File: config.mk
export PLATFORM = sky130hd
export DESIGN_NAME = snn_stdp_layer
export DESIGN_NICKNAME = d
export VERILOG_FILES = /design/src/rtl/snn_stdp_layer.sv
export SDC_FILE = /design/constraint.sdc
export NUM_CORES = 1
export LEC_CHECK = 0
export ABC_AREA = 1
export CAP_MARGIN = 0
export CORE_ASPECT_RATIO = 1.1
export CORE_MARGIN = 5
export CORE_UTILIZATION = 55
export CTS_CLUSTER_SIZE = 8
export DETAILED_ROUTE_END_ITERATION = 10
export PLACE_DENSITY = 0.76
export SLEW_MARGIN = 25
export SYNTH_ARGS = -nofsm -noshare
export SYNTH_HDL_FRONTEND = slang
export SYNTH_SLANG_ARGS = --single-unit
File: constraint.sdc
create_clock -name clk -period 7.17 [get_ports clk]
set_input_delay 1.434 -clock clk [delete_from_list [all_inputs] [get_ports clk]]
set_output_delay 1.434 -clock clk [all_outputs]
set_load 0.02 [all_outputs]
File: src/rtl/snn_stdp_layer.sv
`default_nettype none
// ==========================================================================
// snn_stdp_layer -- N_PRE LIF neurons feeding one LIF neuron via STDP synapses
// Rev 1.0
// ==========================================================================
module snn_stdp_layer #(
  parameter int N_PRE   = 4,
  parameter int SW      = 8,
  parameter int WW      = 8,
  parameter int TH_PRE  = 230,
  parameter int TH_POST = 150,
  parameter int LEAK_SH = 3,
  parameter int W_INIT  = 64,
  parameter int A_PLUS  = 8,
  parameter int A_MINUS = 8,
  parameter int TMAX    = 15
) (
  input  logic                clk,
  input  logic                rst_n,
  input  logic [N_PRE*SW-1:0] current_in,
  input  logic                learn_en,
  output logic [N_PRE-1:0]    pre_spike,
  output logic                post_spike,
  output logic [SW-1:0]       post_state,
  output logic [N_PRE*WW-1:0] weights,
  output logic                w_upd
);

  localparam int c_NW    = (N_PRE > 1) ? $clog2(N_PRE) : 1;
  localparam int c_SUM_W = ((SW > WW) ? SW : WW) + 1 + c_NW;
  localparam int c_TW    = $clog2(TMAX + 1);
  localparam int c_WW1   = WW + 1;
  localparam logic [c_SUM_W-1:0] c_SAT  = c_SUM_W'((64'd1 << SW) - 64'd1);
  localparam logic [c_TW-1:0]    c_TMAX = c_TW'(TMAX);

  logic [SW-1:0]      r_pre_st [N_PRE];
  logic [N_PRE-1:0]   r_pre_spk;
  logic [SW-1:0]      r_post_st;
  logic               r_post_spk;
  logic [WW-1:0]      r_w      [N_PRE];
  logic [c_TW-1:0]    r_pre_t  [N_PRE];
  logic [c_TW-1:0]    r_post_t;
  logic               r_w_upd;

  logic [c_SUM_W-1:0] w_post_sum;
  logic [c_SUM_W-1:0] w_post_cur;
  logic [c_WW1-1:0]   w_ltp    [N_PRE];
  logic [c_WW1-1:0]   w_ltd    [N_PRE];
  logic [WW-1:0]      w_w_nxt  [N_PRE];
  logic               w_w_chg;

  // Accumulator is wide enough that leak + input never wraps before the clamp.
  function automatic logic [SW-1:0] lif_next(input logic [SW-1:0] st,
                                             input logic [c_SUM_W-1:0] cur);
    logic [c_SUM_W-1:0] acc;
    acc = c_SUM_W'(st) - c_SUM_W'(st >> LEAK_SH) + cur;
    return (acc > c_SAT) ? SW'(c_SAT) : acc[SW-1:0];
  endfunction

  function automatic logic [c_TW-1:0] tmr_next(input logic [c_TW-1:0] t);
    return (t == c_TMAX) ? t : t + 1'b1;
  endfunction

  always_comb begin
    w_post_sum = '0;
    for (int i = 0; i < N_PRE; i++)
      if (r_pre_spk[i]) w_post_sum = w_post_sum + c_SUM_W'(r_w[i]);
    w_post_cur = (w_post_sum > c_SAT) ? c_SAT : w_post_sum;
  end

  // Timer at TMAX means no partner spike inside the window, so no pairing.
  always_comb begin
    w_w_chg = 1'b0;
    for (int i = 0; i < N_PRE; i++) begin
      w_ltp[i]   = {1'b0, r_w[i]} + c_WW1'(A_PLUS >> (r_pre_t[i] >> 2));
      w_ltd[i]   = {1'b0, r_w[i]} - c_WW1'(A_MINUS >> (r_post_t >> 2));
      w_w_nxt[i] = r_w[i];
      if (learn_en && r_post_spk && !r_pre_spk[i] && (r_pre_t[i] < c_TMAX))
        w_w_nxt[i] = w_ltp[i][WW] ? '1 : w_ltp[i][WW-1:0];
      else if (learn_en && r_pre_spk[i] && !r_post_spk && (r_post_t < c_TMAX))
        w_w_nxt[i] = w_ltd[i][WW] ? '0 : w_ltd[i][WW-1:0];
      w_w_chg = w_w_chg | (w_w_nxt[i] != r_w[i]);
    end
  end

  always_ff @(posedge clk or negedge rst_n) begin
    if (!rst_n) begin
      for (int i = 0; i < N_PRE; i++) begin
        r_pre_st[i] <= '0;
        r_w[i]      <= WW'(W_INIT);
        r_pre_t[i]  <= c_TMAX;
      end
      r_pre_spk  <= '0;
      r_post_st  <= '0;
      r_post_spk <= 1'b0;
      r_post_t   <= c_TMAX;
      r_w_upd    <= 1'b0;
    end else begin
      for (int i = 0; i < N_PRE; i++) begin
        if (r_pre_st[i] >= SW'(TH_PRE)) begin
          r_pre_st[i]  <= '0;
          r_pre_spk[i] <= 1'b1;
        end else begin
          r_pre_st[i]  <= lif_next(r_pre_st[i], c_SUM_W'(current_in[i*SW +: SW]));
          r_pre_spk[i] <= 1'b0;
        end
        r_pre_t[i] <= r_pre_spk[i] ? '0 : tmr_next(r_pre_t[i]);
        r_w[i]     <= w_w_nxt[i];
      end
      if (r_post_st >= SW'(TH_POST)) begin
        r_post_st  <= '0;
        r_post_spk <= 1'b1;
      end else begin
        r_post_st  <= lif_next(r_post_st, w_post_cur);
        r_post_spk <= 1'b0;
      end
      r_post_t <= r_post_spk ? '0 : tmr_next(r_post_t);
      r_w_upd  <= w_w_chg;
    end
  end

  for (genvar i = 0; i < N_PRE; i++) begin : g_pack
    assign weights[i*WW +: WW] = r_w[i];
  end

  assign pre_spike  = r_pre_spk;
  assign post_spike = r_post_spk;
  assign post_state = r_post_st;
  assign w_upd      = r_w_upd;

endmodule
`default_nettype wire

# Yosys cells after proc, flatten, opt, wreduce, memory -nomap -nowiden
# Cells that the tools add are included.
[op_classes]
add_sub_neg = 26
multipliers = 0
div = 0
order_cmp = 16
eq_ne = 14
shifts = 5
mux = 46
bitwise_logic = 3
reduce_logical = 26
[ops]
columns = ["op", "count"]
rows = [
  ["$mux W8", 27],
  ["$gt A11 B8 Y1 const B", 6],
  ["$shr A4 B2 Y9 const A", 5],
  ["$sub A8 B5 Y9", 5],
  ["$mux W11", 4],
  ["$add A9 B9 Y10", 4],
  ["$ge A8 B8 Y1 const B", 5],
  ["$mux W4", 10],
  ["$add A8 B9 Y9", 4],
  ["$sub A8 B9 Y9", 4],
  ["$add A11 B8 Y11", 3],
  ["$ne A8 B8 Y1", 4],
  ["$logic_and A1 B1 Y1", 21],
  ["$add A4 B1 Y4 const B", 5],
  ["$eq A4 B4 Y1 const B", 5],
  ["$lt A4 B4 Y1 const B", 5],
  ["$add A11 B11 Y11", 1],
  ["$ne A2 B2 Y1 const B", 5],
  ["$logic_not A1 Y1", 5],
  ["$mux W1", 5],
  ["$or A1 B1 Y1", 3],
]
[totals]
ff_bits = 98
latchBits = 0
ramBits = 0
rom_bits = 0
output_inout_bits = 46
memories = 0

# Longest topological paths before layout
# Gate-level depths: netlist (run 1).
[depth]
word_depth = 13
ltp_mapped = 42
mapped_depth_nobuf = 41

# Worst setup path after synthesis (run 1)
# No wires, ideal clock.
[synth_path]
path_kind = "flip-flop to flip-flop"
from = "reg r_pre_spk[0] (netlist: pre_spike[0])"
to = "reg r_post_st[0] (netlist: post_state[0])"
setup_time_ns = 0.142
arrival_time_ns = 5.930
t_required_ns = 7.028
path_slack_ns = 1.098
path_stages_with_launch = 42
n_path_buf = 1
synth_period_minus_slack_ns = 6.072
path_cell_list = "dfrtp_1 buf_4 nand2_1 inv_1 ha_1 inv_1 fa_1 nor2_1 nor2_1 o21ai_2 nand3_1 nand3_1 nand3_1 nand2_1 inv_1 ha_1 a21oi_1 nand3_1 (+6 left out) nand2_1 nand3_1 nand2_1 nor2_1 a21oi_1 nor2_4 nand2_1 ha_1 fa_1 nand3_1 nand2_1 a21oi_1 nor2_1 nor2_1 xor2_1 nand3_1 nor2_2 a21oi_1"
[synth_via]
elab_chain_len = 13
[synth_rtl]
columns = ["element", "line_no", "text"]
rows = [
  ["from (decl)", "37", "logic [N_PRE-1:0] r_pre_spk;"],
  ["from (signal assigned)", "93", "r_pre_spk <= '0;"],
  ["from (signal, indexed assignment)", "102", "r_pre_spk[i] <= 1'b1;"],
  ["from (signal, indexed assignment)", "105", "r_pre_spk[i] <= 1'b0;"],
  ["$mux W8 (*)", "67", "if (r_pre_spk[i]) w_post_sum = w_post_sum + c_SUM_W'(r_w[i]);"],
  ["$add A11 B8 Y11", "67", ""],
  ["$mux W11 (*)", "67", ""],
  ["$add A11 B8 Y11", "67", ""],
  ["$mux W11 (*)", "67", ""],
  ["$add A11 B8 Y11", "67", ""],
  ["$mux W11 (*)", "67", ""],
  ["$gt A11 B8 Y1", "68", "w_post_cur = (w_post_sum > c_SAT) ? c_SAT : w_post_sum;"],
  ["$mux W11 (*)", "68", ""],
  ["$add A11 B11 Y11 (*)", "56", "acc = c_SUM_W'(st) - c_SUM_W'(st >> LEAK_SH) + cur;"],
  ["$gt A11 B8 Y1", "57", "return (acc > c_SAT) ? SW'(c_SAT) : acc[SW-1:0];"],
  ["$mux W8 (*)", "57", ""],
  ["$mux W8 (*)", "110", "if (r_post_st >= SW'(TH_POST)) begin"],
  ["to (signal assigned)", "114", "r_post_st <= lif_next(r_post_st, w_post_cur);"],
  ["to (decl)", "38", "logic [SW-1:0] r_post_st;"],
]
# Every way passes the cells marked *; elsewhere a longest branch is shown, timed or not.
# A chain may end at the register's enable or synchronous reset.

# Final worst setup path (run 1)
# Same ends and word-level chain as after synthesis.

==> flow_metrics.tcl, run 1 <==
set metrics [dict create \
    drc 0 \
    ys_seq_elements 98 \
    cp-end-kind "flop" \
    clockBufferDepth 2 \
    drtAntennaViolNets 0 \
    startpoint_type "flop" \
    timing.fmax_mhz 153.3 \
    drt_iter0_drc 650 \
    tritoncts "built" \
    clk_latency_ns 0.35 \
    die_w_um 144.1 \
    die_h_um 157.6 \
    initial_core_util 0.5537 \
    cts-htree-levels 3 \
    yosysTopAreaCellShare 0.1701 \
    slowest_stage "dfrtp_2" \
    numPortBuffers 80 \
    whs_endpoint "r_pre_t[5]" \
    clkTransAtPathRegs_ns 0.07 \
    cts.hold.buffers_added 0 \
    yosysSeqAreaShare 0.2280 \
    required_ns 7.39 \
    antenna-diode-count 0 \
    slew_headroom 0.3644 \
    hold_class "reg -> reg" \
    fin_skew_ns 0.009687 \
    worstHoldStart "r_pre_t[5]" \
    drive_gt1_frac 0.04964 \
    whs_ns 0.5259 \
    placementRows 54 \
    ctsRootBufferMaster "clkbuf_16" \
    area_growth_pct 12.72 \
    max_stage_delay_ns 0.51 \
    cpMostUsedCell "nand2_1" \
    viasPerCell 5.333 \
    r2r-start "pre_spike[0]" \
    synthCells 1586 \
    arrival_ns 6.74 \
    die-area_mm2 0.02271 \
    status "finished, final reports clean" \
    fillCellCount 1835 \
    drt-total-wl_mm 25.58 \
    cts-resized-gates 0 \
    grt_pass1_vias 9937 \
    finalMaxSlewViolations 0 \
    numCtsBuffers 9 \
    crit_type "reg -> reg" \
    clkSinkCount 98 \
    grt_max_degree 55 \
    gp_congestion 0.9502 \
    synth_edf_count 0 \
    synth_ff_type "dfrtp_1" \
    post-dp-hpwl_mm 20.63 \
    fin_nets 1851 \
    setup_viol 0 \
    grt_usage 0.2316 \
    fin_crit_ns 6.524 \
    syn_avg_cell_area_um2 6.864 \
    rsz0062_at_grt "no" \
    r2r_cells 40 \
    core_mm2 0.01966 \
    yosys-top-cells-area "dfrtp_1, ha_1, nand2_1, inv_1, a21oi_1" \
    gr-total-overflow 0 \
    min_path_cells 2 \
    fin_setup_tns_ns 0 \
    r2r_slack_ns 0.65 \
    multi_input_area_mm2 0.007435 \
    ys_warn_count 0 \
    regArea_mm2 0.002484 \
    max_cap_violations 0 \
    hold_viol 0 \
    antenna_found_initial 0 \
    io_pins 81 \
    grt_pass1_wl_mm 43.74 \
    cp_max_fo 15 \
    drt_pass1_iterations 5 \
    worst_pin_slew_ns 0.9516 \
    fin_crit_sh 0.9099 \
    synth.distinct_cells 48 \
    synthArstFlopShare 1.000 \
    wl_per_cell_um 13.30 \
    cts_setup_buffers 0 \
    r2r-end "post_state[0]" \
    netlist_area_mm2 0.01089 \
    yosysTopAreaCell "dfrtp_1" \
    vias 10260 \
]
[stage by stage]
step	cells	worst slack [ns]	utilization	instance area, µm²
floorplan	1587	1.098	-	10890
global route	1924	0.03933	0.6242	12270
detailed placement	1909	0.5380	0.6083	11960
CTS	1924	0.5096	0.6232	12250
global placement	1909	0.7706	0.6083	11960
finish	1924	0.6458	0.6242	12270
[cells by family after synthesis]
family | count (synthesis) | share of synthesized area
flops | 98 | 0.2280
fa+ha+maj | 148 | 0.1846
simple gates | 715 | 0.2804
xor+xnor | 91 | 0.07321
buf+inv | 261 | 0.09102
other cells | 1 | 0.0003445
mux | 1 | 0.0009195
compound gates | 271 | 0.1415
[how the worst max path moves through the flow]
stage	depth (start not counted)	slack [ns]	start	endpoint
detailed placement	40	0.54	pre_spike[0]	post_state[0]
global placement	40	0.77	pre_spike[0]	post_state[2]
finish	40	0.65	pre_spike[0]	post_state[0]
global route	40	0.04	pre_spike[0]	post_state[0]
floorplan	41	1.10	pre_spike[0]	post_state[0]
CTS	40	0.51	pre_spike[0]	post_state[6]
[cells in the mapped netlist, types with 14 or more instances]
cell type / count
nand2_1: 387
xor2_1: 68
ha_1: 127
a21oi_1: 169
dfrtp_1: 74
dfstp_2: 24
xnor2_1: 23
o21ai_0: 51
nand3_1: 138
nor3_1: 24
nand4_1: 14
nor2_1: 116
inv_1: 246
fa_1: 21
[worst max-delay path: cells and delay by family (launching register included)]
kind                       cells  cell delay [ns]
buffers and inverters          4             0.27
and+or+nand+nor               23             2.57
AOI/OAI and AO/OA              5             0.86
DFF                            1             0.51
adders and majority gates      6             1.92
xor gates and xnor gates       2             0.25
[routing by layer]
| metal | global-route usage | wire [µm] | vias up |
|---|---|---|---|
| li1 | - | - | 5354 |
| met1 | 0.2758 | 11030 | 4666 |
| met2 | 0.4195 | 12720 | 194 |
| met3 | 0.04102 | 1181 | 46 |
| met4 | 0.07730 | 648 | 0 |
| met5 | 0 | 0 | - |
[registers in the layout, summed over array words and instances (netlist names)]
| name | flops |
|---|---|
| pre_spike | 4 |
| r_pre_t | 16 |
| r_post_t | 4 |
| r_pre_st | 32 |
| post_spike | 1 |
| post_state | 8 |
| w_upd | 1 |
| weights | 32 |
[layout make-up]
cell class | count | area share
clock buffer | 9 | 0.01835
clock inverter | 6 | 0.005506
inverter | 250 | 0.07657
multi-input combinational | 1228 | 0.6058
sequential | 98 | 0.2024
tap | 252 | 0.02569
timing repair buffer | 81 | 0.06566
[layout by cell type (no fill, tap or decap), types with 21 or more instances in the layout]
cell and n:
xor2_1 68, nor2_1 116, ha_1 127, inv_1 246, fa_1 21, xnor2_1 23
nand2_1 387, dfrtp_1 73, dfstp_2 24, nand3_1 138, nor3_1 24, a21oi_1 169
clkdlybuf4s50_1 79, o21ai_0 51
Power of run 1 is not shown: default switching activity piles up to over one toggle a cycle in this logic, so the estimate is an artifact.
==> inputs of run 2 (changes only) <==
--- a/config.mk
+++ b/config.mk
@@ -7,12 +7,14 @@
 export LEC_CHECK = 0
 export ABC_AREA = 1
 export CAP_MARGIN = 0
+export CELL_PAD_IN_SITES_DETAIL_PLACEMENT = 0
+export CELL_PAD_IN_SITES_GLOBAL_PLACEMENT = 2
 export CORE_ASPECT_RATIO = 1.1
 export CORE_MARGIN = 5
-export CORE_UTILIZATION = 55
+export CORE_UTILIZATION = 34
 export CTS_CLUSTER_SIZE = 8
 export DETAILED_ROUTE_END_ITERATION = 10
-export PLACE_DENSITY = 0.76
+export PLACE_DENSITY_LB_ADDON = 0.1
 export SLEW_MARGIN = 25
 export SYNTH_ARGS = -nofsm -noshare
 export SYNTH_HDL_FRONTEND = slang
==> flow_metrics.tcl, run 2 (same netlist as run 1, synthesis figures left out) <==
set metrics [dict create \
    die_w_um 180.6 \
    gp_congestion 0.8354 \
    vias 10100 \
    tritoncts "built" \
    core_mm2 0.03148 \
    gr-total-overflow 0 \
    grt_pass1_wl_mm 49.46 \
    grt_usage 0.1678 \
    cp-end-kind "flop" \
    area_growth_pct 14.93 \
    required_ns 7.40 \
    grt_max_degree 58 \
    slowest_stage "dfrtp_1" \
    fin_crit_sh 0.8950 \
    dpl_cell_area_mm2 0.01221 \
    drc 0 \
    worst_pin_slew_ns 1.002 \
    timing.fmax_mhz 155.8 \
    die-area_mm2 0.03570 \
    crit_type "reg -> reg" \
    fillCellCount 3411 \
    r2r_cells 40 \
    clk_latency_ns 0.36 \
    place_ws_ns 0.6439 \
    antenna_found_initial 0 \
    cp_max_fo 8 \
    die_h_um 197.7 \
    initial_core_util 0.3458 \
    cpMostUsedCell "nand2_1" \
    max_cap_violations 0 \
    antenna-diode-count 0 \
    finalMaxSlewViolations 0 \
    final_util 0.3975 \
    cts_setup_buffers 0 \
    status "finished, final reports clean" \
    startpoint_type "flop" \
    finalWorstSetupSlack_ns 0.7528 \
    drt_iter0_drc 430 \
    ctsRootBufferMaster "clkbuf_16" \
    post-dp-hpwl_mm 24.22 \
    numCtsBuffers 9 \
    io_pins 81 \
    drive_gt1_frac 0.05128 \
    fin_skew_ns 0.01162 \
    wl_per_cell_um 14.12 \
    cts.hold.buffers_added 0 \
    max_stage_delay_ns 0.43 \
    fin_crit_ns 6.417 \
    slew_headroom 0.3306 \
    layout_common_cells "nand2_1, inv_1, a21oi_1, nand3_1, ha_1" \
    clockBufferDepth 2 \
    placementRows 68 \
    hold_class "reg -> reg" \
    fin_nets 1855 \
    final_area_mm2 0.01251 \
    drt_pass1_iterations 5 \
    grt_pass1_vias 9947 \
    min_path_cells 2 \
    drtAntennaViolNets 0 \
    drt-total-wl_mm 29.61 \
    viasPerCell 4.818 \
    hold_viol 0 \
    fin_setup_tns_ns 0 \
    cts-htree-levels 3 \
    clkSinkCount 98 \
    final_common_cell "nand2_1" \
    rsz0062_at_grt "no" \
    numPortBuffers 80 \
    setup_viol 0 \
    arrival_ns 6.64 \
    cts-resized-gates 0 \
    clkTransAtPathRegs_ns 0.08 \
]
[run 2: path summary, 6_finish.rpt]
path	slack, ns	from	to
setup / recovery	0.75	weights[0]	post_state[1]
hold / removal	0.51	r_post_t[1]	r_post_t[1]
setup reg to reg	0.75	weights[0]	post_state[1]
hold reg to reg	0.51	r_post_t[1]	r_post_t[1]
max in group asynchronous	4.92	rst_n	weights[4]
min in group asynchronous	1.06	rst_n	weights[21]
[run 2: cell type report]
class | count | area, µm² | area share
Sequential cell | 98 | 2484 | 0.1985
Timing Repair Buffer | 85 | 835.8 | 0.06680
Tap cell | 420 | 525.5 | 0.04200
Multi-Input combinational cell | 1228 | 7430 | 0.5938
Inverter | 250 | 939.7 | 0.07510
Clock inverter | 4 | 51.30 | 0.004100
Clock buffer | 12 | 246.5 | 0.01970
[run 2: routing by layer]
metal	track usage	vias up	routed length, µm
li1	-	5373	-
met5	0	-	0
met2	0.2992	104	14440
met3	0.02634	22	819
met4	0.04146	0	425
met1	0.2135	4605	13920
[run 2: worst max-delay path: cells and delay by family, from the launching register on]
kind / cells / cell delay, ns
compound gates: 5 / 0.82
xor+xnor: 2 / 0.24
fa+ha+maj: 6 / 1.92
buf+inv: 5 / 0.31
flops: 1 / 0.43
simple gates: 22 / 2.59
[run 2: stage by stage]
stage | instances | hold WS (ns)
6_report | 2097 | 0.5134
5_1_grt | 2097 | 0.5368
4_1_cts | 2097 | 0.5180
3_5_place_dp | 2081 | 0.5079
3_3_place_gp | 2081 | 0.5071
2_1_floorplan | 1587 | 0.4937
Power of run 2 is left out for the same reason.
==> RTL edit 1, RTL diff (flow settings as in run 1) <==
Remove the register `r_w_upd`: a continuous assignment takes its place, so the output `w_upd` follows one clock earlier.
--- a/src/rtl/snn_stdp_layer.sv
+++ b/src/rtl/snn_stdp_layer.sv
@@ -94,7 +94,6 @@
       r_post_st  <= '0;
       r_post_spk <= 1'b0;
       r_post_t   <= c_TMAX;
-      r_w_upd    <= 1'b0;
     end else begin
       for (int i = 0; i < N_PRE; i++) begin
         if (r_pre_st[i] >= SW'(TH_PRE)) begin
@@ -115,9 +114,10 @@
         r_post_spk <= 1'b0;
       end
       r_post_t <= r_post_spk ? '0 : tmr_next(r_post_t);
-      r_w_upd  <= w_w_chg;
     end
   end
+
+  assign r_w_upd = w_w_chg;
 
   for (genvar i = 0; i < N_PRE; i++) begin : g_pack
     assign weights[i*WW +: WW] = r_w[i];
Behaviour: not the same (Yosys sat finds a counterexample within 10 cycles, from zero or initial values and one cycle with rst_n low).
==> RTL edit 1 against run 1 <==
  * Global-route usage decreased by 0.074 points
  * Final area increased by 0.14%
  * Non-clock buffer count unchanged
  * Count of clock-buffer cells in the layout increased by 3
  * Critical path depth decreased by 2
  * Area after synthesis increased by 0.54%
  * Synthesized cell count increased by 0.57%
  * Die area increased by 0.50%
  * Sequential cell count decreased by 1
  * Setup slack improved by 0.040 ns
  * Routed wire length increased by 0.30%
Power is not shown: default switching activity piles up to over one toggle a cycle in this logic, so the estimate is an artifact.
==> RTL edit 1: results (changes against run 1) <==
- Post-synthesis sequential area ratio: 0.2245 (-0.003511)
- Largest cells by area after synthesis: dfrtp_1, ha_1, nand2_1, inv_1, a21oi_1
- Routed WL: 25660 um (+0.30%)
- Hold Path Class: reg -> reg
- Root Driver: clkbuf_16
- CP Data Arrival Time: 6.73 ns (about the same)
- Post-cts resize count: 0 (unchanged)
- Top_reg_cell synth: dfrtp_1
- Initial antenna violation count: 0 (unchanged)
- Cell types with the highest counts after synthesis: nand2_1, inv_1, a21oi_1, nand3_1, ha_1
- Slowest cell on crit path: dfrtp_2
- DP HPWL: 20670 um (+0.20%)
- Ys Warns: 0 (unchanged)
- Iteration-0 DRC Markers: 554 (-15%)
- Fraction of layout cells with a size suffix above 1: 0.05707 (+0.007434)
- Gpl congestion: 0.9618 (+1.2%)
- CP top delay family: simple AND/OR/NAND/NOR gates
- Vias: 10.30k (+0.37%)
- Largest net degree at the start of global routing: 51 (-7.3%)
- Port Buffers: 80 (unchanged)
- Cell variety after synth: 51 (+6.3%)
- Setup TNS: 0 ns (unchanged)
- Ys async rst share: 1.000 (unchanged)
- Num CTS Buffers: 9 (unchanged)
- Avg Cell Area, Syn: 6.862 um^2 (about the same)
- Htree depth: 3 (unchanged)
- Clock-pin transition on the worst setup and hold timing paths: 0.08 ns
- DP Cell Count: 1918 (+0.47%)
- Global Route Usage Sum: 0.2309 (-0.0007413)
- Worst Clk Skew: 0.01226 ns (+0.002572 ns)
- Vias in the first global route: 9871 (-0.66%)
- Clk_lat worst skew: ~0.36 ns
- Crit-path max cell delay: approximately 0.5 ns
- Router iterations before antenna repair: 5 (unchanged)
- Slew margin rel.: 0.3780 (+0.01365)
- First-pass GRT wire length: 43950 um (+0.49%)
- Diode count: 0 (unchanged)
- Status: completed
- CTS max path bufs: 2 (unchanged)
- Vias per inst: 5.325 (-0.15%)
- CP max FO: 13 (-2)
- Post CTS Setup Buffer Count: 0 (unchanged)
==> RTL edit 1: cell count changes in the layout (fill, tap and decap cells not counted), sizes merged, moves of 6 or more <==
cell,before,now
a21oi,173,153
xor2,68,74
nand2,390,400
nor2,121,113
inv,249,270
==> RTL edit 1: path summary, 6_finish.rpt <==
check	slack [ns]	start	end	cells after the start
min in group asynchronous	1.10	rst_n	weights[4]	1
max in group asynchronous	4.95	rst_n	pre_spike[0]	2
setup / recovery	0.69	pre_spike[0]	post_state[4]	38
hold / removal	0.52	r_post_t[1]	r_post_t[1]	2
setup reg to reg	0.69	pre_spike[0]	post_state[4]	38
hold reg to reg	0.52	r_post_t[1]	r_post_t[1]	2
==> RTL edit 1: cell families after synthesis <==
family | after synthesis | share of synthesized area
buffers and inverters | 282 | 0.09819
and+or+nand+nor | 715 | 0.2830
adders and majority gates | 148 | 0.1836
AOI/OAI and AO/OA | 256 | 0.1334
other | 1 | 0.0003426
muxes | 1 | 0.0009145
xor gates and xnor gates | 95 | 0.07602
DFF | 97 | 0.2245
==> RTL edit 1: final cells by class <==
type,count,area [um^2]
flip-flops and latches,97,2459
multi-input cells,1217,7417
fillers,1877,7440
clock inverters,4,28.78
well taps,252,315.3
inverters,271,1017
clock buffers,12,246.5
repair buffers,81,805.8
==> RTL edit 1: tightest hold or removal path, cell delays in order, from the launching register on <==
cell,delay [ns]
dfstp_2,0.37
nor2_1,0.09
a211oi_1,0.05
==> RTL edit 1: per-layer routing <==
layer,global-route usage,wire length (um)
met1,0.2898,11440
met2,0.4125,12710
met3,0.02628,1014
met4,0.07463,493
met5,0,0
==> RTL edit 1: per-stage QoR <==
step | util | setup slack [ns] | instance area, um^2 | hold slack [ns]
finish | 0.6229 | 0.6859 | 12290 | 0.5153
global route | 0.6229 | 0.03547 | 12290 | 0.5465
CTS | 0.6228 | 0.6470 | 12290 | 0.5178
detailed placement | 0.6089 | 0.6660 | 12010 | 0.5081
global placement | 0.6089 | 0.9453 | 12010 | 0.5053
floorplan | - | 1.312 | 10950 | 0.4935
==> RTL edit 2, RTL diff (settings of run 1) <==
Made on the original files. Change the parameter `WW` from 8 to 9.
--- a/src/rtl/snn_stdp_layer.sv
+++ b/src/rtl/snn_stdp_layer.sv
@@ -6,7 +6,7 @@
 module snn_stdp_layer #(
   parameter int N_PRE   = 4,
   parameter int SW      = 8,
-  parameter int WW      = 8,
+  parameter int WW      = 9,
   parameter int TH_PRE  = 230,
   parameter int TH_POST = 150,
   parameter int LEAK_SH = 3,
Interface: changed (resized weights); port bits go from 81 to 85. The function was not compared with the original's and may differ.
==> RTL edit 2 against run 1 <==
  * Critical path depth is the same
  * Sequential cell count grew 4
  * Via count grew 8.8%
  * Critical endpoint is now post_state[4]
  * Hold slack lost 0.051 ns
  * Setup slack gained 0.17 ns
  * Final area grew 6.8%
  * Area after synthesis grew 6.8%
  * Routed wire length grew 11%
  * Cell count grew 8.5%
Power is not shown: default switching activity piles up to over one toggle a cycle in this logic, so the estimate is an artifact.
==> RTL edit 2: results (changes against run 1) <==
- Vias in the first global route: 10.51k (+5.8%)
- Buffers outside the clock class: 89 (+9.9%)
- Hold Path Class: reg -> reg
- DR WL/cell: 13.61 um (+2.4%)
- # clk buffers: 10 (+1)
- Synthesized instance count: 1713 (+8.0%)
- First-pass GRT wire length: 47700 um (+9.1%)
- Reg2reg setup slack: 0.81 ns (+0.17 ns)
- Iteration-0 DRC Markers: 615 (-5.4%)
- Sequential Area: 2586 um^2 (+4.1%)
- Post-synthesis sequential area ratio: 0.2221 (-0.005917)
- DP HPWL: 22810 um (+11%)
- Reg2Reg Capture Point: post_state[4]
- Routed WL: 28410 um (+11%)
- Largest net degree at the start of global routing: 66 (+20%)
- Cell variety after synth: 50 (+4.2%)
- Die Span X: 148.6 um (+3.1%)
- Min-delay src: pre_spike[0]
- Setup Viol. Count Final: 0 (unchanged)
- Gpl congestion: 0.9315 (-2.0%)
- Non-clk buf share: 0.06684 (+0.001184)
- Ys async rst share: 1.000 (unchanged)
- Router iterations before antenna repair: 5 (unchanged)
- Status: completed
- Crit-path max cell delay: 0.42 ns (-0.09 ns)
- Comb_multi_in: 1308 (+6.5%)
- CP Capture Type: flip-flop
- Largest cells by area after synthesis: dfrtp_1, ha_1, nand2_1, inv_1, a21oi_1
- CTS max path bufs: 2 (unchanged)
- Fraction of layout cells with a size suffix above 1: 0.04994 (+0.0003034)
- Worst Hold Path Cells: 1 (-1)
- Worst slack, placed: 0.4598 ns (-0.07816 ns)
- Vias per inst: 5.351 (+0.35%)
- Least-Margin Pin Slew: 0.9386 ns (-0.01302 ns)
- DRT antenna net count: 0 (unchanged)
- Clk_lat worst skew: 0.37 ns (+0.02 ns)
- Global Route Usage Sum: 0.2361 (+0.004457)
- Min-Delay Endpoint: r_pre_t[15]
- Worst Clk Skew: 0.01826 ns (+0.008576 ns)
- Inverters: 287 (+15%)
- DP Cell Count: 2069 (+8.4%)
- Sequential share of cell area: 0.1974 (-0.005002)
- Final #Nets: 1985 (+7.2%)
- DP Area: 12760 um^2 (+6.7%)
- Cell types with the highest counts after synthesis: nand2_1, inv_1, a21oi_1, ha_1, nand3_1
- Fillcell total: 1868 (+1.8%)
- Fraction of area in multi-input gates: 0.6045 (-0.001363)
- Seq cells post-synth: 102 (+4.1%)
- CP Data Arrival Time: 6.57 ns (-0.17 ns)
- Fin crit share: 0.8867 (-0.02322)
- Hold WS: 0.4750 ns (-0.05090 ns)
- CP max FO: 8 (-7)
- Port Buffers: 84 (+5.0%)
- Clock buf/inv share: 0.02168 (-0.002181)
RTL edit 2: kinds of logic after synthesis:
group                    Yosys count  synth area share
AND/OR/NAND/NOR                  752            0.2821
AO/OA/AOI/OAI                    308            0.1474
buffers and inverters            305            0.1005
adder cells (fa/ha/maj)          153            0.1782
flip-flops                       102            0.2221
XOR/XNOR                          92           0.06930
other                              1         0.0003225
RTL edit 2: per-layer routing:
metal / global-route usage / up-vias / share of wire
li1: - / 5805 / -
met1: 0.2969 / 5107 / 0.45
met2: 0.4215 / 210 / 0.49
met3: 0.02227 / 46 / 0.037
met4: 0.08358 / 0 / 0.023
met5: 0 / - / 0
RTL edit 2: what timing repair did:
action,CTS,global route
resized for setup,0,11
endpoints found under the setup margin,0,8
setup buffers,0,2
RTL edit 2: worst reg2reg max path: cells and delay by family (launching register included):
family	cells	cell delay, ns
compound gates	10	1.39
fa+ha+maj	5	1.62
flops	1	0.42
simple gates	18	2.10
buf+inv	5	0.36
xor+xnor	2	0.31
